**src/rtl/mesh_hs_monitor.sv**
```systemverilog
// mesh_hs_monitor: per-terminal pndng/pop handshake monitor for the mesh router.
// Each channel measures pndng-rise to pop-rise latency against [MIN_LAT, MAX_LAT].
// It flags timeout, early, drop and spurious-pop violations with sticky bits.
// It also keeps a saturating pass counter and the largest passing latency.
// Optional feature: define MESH_HS_DATA_STABLE_EN to add err_data. That flag
// catches data_out changing while a channel waits for its pop.
module mesh_hs_monitor #(
  parameter int unsigned CHANNELS = 16,
  parameter int unsigned MIN_LAT  = 1,
  parameter int unsigned MAX_LAT  = 10,
  parameter int unsigned LAT_W    = 8,
  parameter int unsigned CNT_W    = 16,
  parameter int unsigned PCKG_SZ  = 40
) (
  input  logic                        clk,
  input  logic                        reset,
  input  logic                        clr,
  input  logic [CHANNELS-1:0]         pndng,
  input  logic [CHANNELS-1:0]         pop,
  input  logic [CHANNELS*PCKG_SZ-1:0] data_out,
  output logic [CHANNELS-1:0]         err_timeout,
  output logic [CHANNELS-1:0]         err_early,
  output logic [CHANNELS-1:0]         err_drop,
  output logic [CHANNELS-1:0]         err_spur,
`ifdef MESH_HS_DATA_STABLE_EN
  output logic [CHANNELS-1:0]         err_data,
`endif
  output logic                        err_any,
  output logic [CHANNELS*CNT_W-1:0]   pass_cnt,
  output logic [CHANNELS*LAT_W-1:0]   lat_max
);

  localparam int unsigned LW1         = LAT_W + 1;
  localparam logic        ZERO_LAT_OK = (MIN_LAT == 0);

  typedef enum logic {S_IDLE = 1'b0, S_WAIT = 1'b1} state_e;

  logic [CHANNELS-1:0] pndng_q;
  logic [CHANNELS-1:0] pop_q;

`ifndef MESH_HS_DATA_STABLE_EN
  logic unused_data;
  assign unused_data = ^data_out;
`endif

  // Previous-cycle levels for edge detection
  always_ff @(posedge clk or negedge reset) begin
    if (!reset) begin
      pndng_q <= '0;
      pop_q   <= '0;
    end else begin
      pndng_q <= pndng;
      pop_q   <= pop;
    end
  end

  for (genvar i = 0; i < CHANNELS; i++) begin : g_ch
    state_e           state_q, state_d;
    logic [LAT_W-1:0] lat_q, lat_d;
    logic             rise_p, fall_p, rise_o;
    logic             lat_lo_ok, lat_at_max;
    logic             ev_pass, ev_early, ev_spur, ev_drop, ev_timeout;
    logic [LAT_W-1:0] ev_lat;
    logic             f_timeout, f_early, f_drop, f_spur;
    logic [CNT_W-1:0] cnt_q;
    logic [LAT_W-1:0] lmax_q;

    assign rise_p     = pndng[i] & ~pndng_q[i];
    assign fall_p     = ~pndng[i] & pndng_q[i];
    assign rise_o     = pop[i] & ~pop_q[i];
    // lat >= MIN_LAT, written as lat+1 > MIN_LAT so MIN_LAT=0 is not a constant compare
    assign lat_lo_ok  = ({1'b0, lat_q} + LW1'(1)) > LW1'(MIN_LAT);
    assign lat_at_max = (lat_q == LAT_W'(MAX_LAT));

    // FSM state and latency counter register
    always_ff @(posedge clk or negedge reset) begin
      if (!reset) begin
        state_q <= S_IDLE;
        lat_q   <= '0;
      end else begin
        state_q <= state_d;
        lat_q   <= lat_d;
      end
    end

    // Next-state and latency counting
    always_comb begin
      state_d = state_q;
      lat_d   = lat_q;
      case (state_q)
        S_IDLE: begin
          if (rise_p && !rise_o) begin
            state_d = S_WAIT;
            lat_d   = LAT_W'(1);
          end
        end
        S_WAIT: begin
          if (rise_o || fall_p || lat_at_max) state_d = S_IDLE;
          else                                lat_d   = lat_q + LAT_W'(1);
        end
        default: state_d = S_IDLE;
      endcase
    end

    // Per-cycle handshake events, in priority order
    always_comb begin
      ev_pass    = 1'b0;
      ev_early   = 1'b0;
      ev_spur    = 1'b0;
      ev_drop    = 1'b0;
      ev_timeout = 1'b0;
      ev_lat     = '0;
      case (state_q)
        S_IDLE: begin
          if (rise_p && rise_o) begin
            if (ZERO_LAT_OK) ev_pass  = 1'b1;
            else             ev_early = 1'b1;
          end else if (rise_o) begin
            ev_spur = 1'b1;
          end
        end
        S_WAIT: begin
          if (rise_o) begin
            ev_lat = lat_q;
            if (lat_lo_ok) ev_pass  = 1'b1;
            else           ev_early = 1'b1;
          end else if (fall_p) begin
            ev_drop = 1'b1;
          end else if (lat_at_max) begin
            ev_timeout = 1'b1;
          end
        end
        default: ;
      endcase
    end

    // Sticky flags, saturating pass counter and max latency; clr wins
    always_ff @(posedge clk or negedge reset) begin
      if (!reset) begin
        f_timeout <= 1'b0;
        f_early   <= 1'b0;
        f_drop    <= 1'b0;
        f_spur    <= 1'b0;
        cnt_q     <= '0;
        lmax_q    <= '0;
      end else if (clr) begin
        f_timeout <= 1'b0;
        f_early   <= 1'b0;
        f_drop    <= 1'b0;
        f_spur    <= 1'b0;
        cnt_q     <= '0;
        lmax_q    <= '0;
      end else begin
        if (ev_timeout) f_timeout <= 1'b1;
        if (ev_early)   f_early   <= 1'b1;
        if (ev_drop)    f_drop    <= 1'b1;
        if (ev_spur)    f_spur    <= 1'b1;
        if (ev_pass) begin
          if (cnt_q != '1)      cnt_q  <= cnt_q + CNT_W'(1);
          if (ev_lat > lmax_q)  lmax_q <= ev_lat;
        end
      end
    end

    assign err_timeout[i]               = f_timeout;
    assign err_early[i]                 = f_early;
    assign err_drop[i]                  = f_drop;
    assign err_spur[i]                  = f_spur;
    assign pass_cnt[i*CNT_W +: CNT_W]   = cnt_q;
    assign lat_max[i*LAT_W +: LAT_W]    = lmax_q;

`ifdef MESH_HS_DATA_STABLE_EN
    logic [PCKG_SZ-1:0] cap_q;
    logic               ev_data;
    logic               f_data;

    assign ev_data = (state_q == S_WAIT) && !rise_o &&
                     (data_out[i*PCKG_SZ +: PCKG_SZ] != cap_q);

    // Capture the packet presented on the pndng rise
    always_ff @(posedge clk or negedge reset) begin
      if (!reset)                          cap_q <= '0;
      else if (state_q == S_IDLE && rise_p) cap_q <= data_out[i*PCKG_SZ +: PCKG_SZ];
    end

    // Sticky data-stability flag
    always_ff @(posedge clk or negedge reset) begin
      if (!reset)       f_data <= 1'b0;
      else if (clr)     f_data <= 1'b0;
      else if (ev_data) f_data <= 1'b1;
    end

    assign err_data[i] = f_data;
`endif
  end

`ifdef MESH_HS_DATA_STABLE_EN
  assign err_any = |{err_timeout, err_early, err_drop, err_spur, err_data};
`else
  assign err_any = |{err_timeout, err_early, err_drop, err_spur};
`endif

endmodule

```
**config.mk**
```make
export PLATFORM = sky130hd
export DESIGN_NAME = mesh_hs_monitor
export DESIGN_NICKNAME = d
export VERILOG_FILES = /design/src/rtl/mesh_hs_monitor.sv
export SDC_FILE = /design/constraint.sdc
export NUM_CORES = 2
export LEC_CHECK = 0
export ABC_AREA = 1
export CAP_MARGIN = 20
export CORE_AREA = 2 2 432 434
export CTS_CLUSTER_DIAMETER = 200
export DETAILED_ROUTE_END_ITERATION = 6
export DIE_AREA = 0 0 434 436
export PLACE_DENSITY_LB_ADDON = 0.3
export SLEW_MARGIN = 40
export SYNTH_ARGS = -nofsm -noshare
export SYNTH_HDL_FRONTEND = slang
export SYNTH_SLANG_ARGS = --single-unit
```
**constraint.sdc**
```tcl
create_clock -name clk -period 4.7 [get_ports clk]
set_input_delay 0.705 -clock clk [delete_from_list [all_inputs] [get_ports clk]]
set_output_delay 0.705 -clock clk [all_outputs]
set_load 0.01 [all_outputs]
```
==> flow_summary.ini <==
[pwr]
powerDensity_mw_per_mm2 = 323
switching_share = 0.345
ir_worst_vdd_mv = 0.256
switchingPower_w = 0.00565
p_int_w = 0.0107
p_comb_frac = 0.205
leakagePower_nw = 22.8
power_frac_clock = 0.418
power_frac_seq = 0.378

[critical_path]
critPathSlowestCell = nor4_1
start_kind = register
worst_setup_path_end_kind = output port
cp_data_arrival_time_ps = 3370
cp_cell_sequence = nor4_1 -> nand4_1 -> nor2_1 -> nand3_1 -> clkdlybuf4s50_1
max_stage_delay_ps = 650
worst-path-buf-inv = 1
cp.required_ps = 3990
path_class = register to output port
cp_top_family = simple AND/OR/NAND/NOR gates
cp_max_fo = 3

[timing]
skew_ps = 77.9
drv_slew = 0
relSlewSlack = 0.449
rsz0062_at_grt = no
finalCriticalPeriod_ps = 4080
worst_pin_slew_ps = 827
fin_crit_sh = 0.867
setup-tns-final_ps = 0
report.final.hold_viol_count = 0
max_freq_mhz = 245
setup_viol = 0

[yosys]
async_reset_ff_frac = 1.00
synth_ff_type = dfrtp_1
syn_area_sq_mm = 0.0406
postSynthRegisterBits = 624
syn-num-nets = 6379
ys_types = 50
synth_area_per_cell_sq_um = 7.38
ys_warn_count = 0
syn_inst = 5496
yosysSeqAreaShare = 0.385
synth-edff-count = 0

[clocking]
clkTransAtPathRegs_ps = 60
clockBufferDepth = 3
cts_setup_buffers = 0
cts_root_buf = clkbuf_16
clock_sinks = 624
tritoncts = done
cts_resized = 0
clk_latency_ps = 770
numCtsBuffers = 85
ctsHtreeMaxLevel = 3

[die]
dieArea_sq_mm = 0.189
num_rows = 158
die_h_um = 436
ios = 1124
die_w_um = 434
start_util = 0.220
core_sq_mm = 0.185

[finish]
final_cell_mix = nand2_1, nor2_1, nand3_1, dfrtp_1, inv_1
final_util = 0.274
area_growth_pct = 24.9
final_common_cell = nand2_1
drive_above_1_share = 0.0704
fin_nets = 6764

[route]
wl_per_cell_um = 17.5
routed_wl_um = 147000
drtIter0Drc = 2395
drc_errors = 0
postRouteAntennaNets = 0
viasPerCell = 4.46
num_vias = 37646
drtPass1Iterations = 7

[grt]
grt_pass1_vias = 36230
antenna_found_initial = 18
grt_usage = 0.154
grt_pass1_wl_um = 227000
grt_max_degree = 148
overflow = 0

[placed_design]
gp_congestion = 0.887
portBuffers = 483
dp_hpwl_um = 111000

[status]
status = complete, no violations

[worst_hold_path]
min_path_type = primary input to register

[flow_run]
drv_cap = 0
[final timing paths]
| kind | slack, ps | startpoint | to | cells past startpoint |
|---|---|---|---|---|
| worst max-delay path | 620 | g_ch[5].f_early$_DFFE_PN0P_ | err_any | 5 |
| worst min-delay path | 410 | pop[14] | pop_q[14]$_DFF_PN0_ | 1 |
| worst max register to register | 1510 | pop_q[9]$_DFF_PN0_ | g_ch[9].lmax_q[7]$_DFFE_PN0P_ | 14 |
| worst min register to register | 530 | g_ch[10].lmax_q[1]$_DFFE_PN0P_ | g_ch[10].lmax_q[1]$_DFFE_PN0P_ | 2 |
| max in group asynchronous | 2850 | reset | g_ch[9].lmax_q[3]$_DFFE_PN0P_ | 4 |
| min in group asynchronous | 490 | reset | g_ch[0].cnt_q[4]$_DFFE_PN0P_ | 2 |
[power by group through the flow]
| stage | combinational (W) | sequential, W | clock (W) |
|---|---|---|---|
| after floorplan | 0.00217 | 0.00616 | 0 |
| after global placement | 0.00336 | 0.00626 | 0 |
| after detailed placement | 0.00339 | 0.00627 | 0 |
| after CTS | 0.00341 | 0.00618 | 0.00708 |
| after global routing | 0.00377 | 0.00625 | 0.00728 |
| final | 0.00335 | 0.00619 | 0.00684 |
[flip-flops by register name, indices dropped and copies added (netlist names)]
signal          count
g_ch.cnt_q        256
g_ch.lat_q        128
g_ch.lmax_q       128
g_ch.f_drop        16
g_ch.f_early       16
g_ch.f_spur        16
g_ch.f_timeout     16
g_ch.state_q       16
pndng_q            16
pop_q              16
[cells by family after synthesis]
logic type,after synthesis,synth area share
buf+inv,856,0.0919
xor+xnor,159,0.0347
compound gates,432,0.0608
simple gates,3217,0.363
flops,624,0.385
fa+ha+maj,208,0.0642
[per-stage QoR]
stage	instances	instance area (sq um)	worst slack (ps)	total power, W	hold slack [ps]
after detailed placement	8272	47600	539	0.00966	518
after global placement	8272	47600	562	0.00963	516
final	8438	50700	624	0.0164	406
after floorplan	5496	40600	1920	0.00834	409
after CTS	8430	50600	253	0.0167	0.164
after global routing	8437	50700	380	0.0173	372
[routing by layer]
| metal | wire [um] | track usage |
|---|---|---|
| met3 | 11000 | 0.0480 |
| met4 | 6230 | 0.0598 |
| met1 | 64000 | 0.195 |
| met5 | 64 | 0 |
| met2 | 66100 | 0.244 |
[Yosys cell counts (all sizes together), types with 29 or more instances]
master  count  share of area
nand4     181          0.030
nor3      177          0.024
inv       628          0.058
a21oi     141          0.017
dfrtp     624           0.38
o22ai      63         0.0097
clkbuf     82         0.0076
buf       143          0.026
xnor2      40         0.0086
xor2      119          0.026
nand2    1395           0.13
o21bai     29         0.0054
o21ai     137          0.017
ha        208          0.064
nor2      727          0.073
nand3     693          0.095
[area by class of cell]
cell class | count | area (sq um)
fillers | 20101 | 134000
multi-input cells | 4016 | 21300
flip-flops and latches | 624 | 15600
repair buffers | 523 | 5310
well taps | 2480 | 3100
clock buffers | 115 | 2430
inverters | 631 | 2380
clock inverters | 43 | 561
diodes | 6 | 15.0
[timing repair]
item                                   4_1_cts  5_1_grt
endpoints found under the hold margin        0       19
setup endpoints to repair                    0        0
hold buffers                                 0        1
No activity file was read; power rests on OpenSTA's default activity.
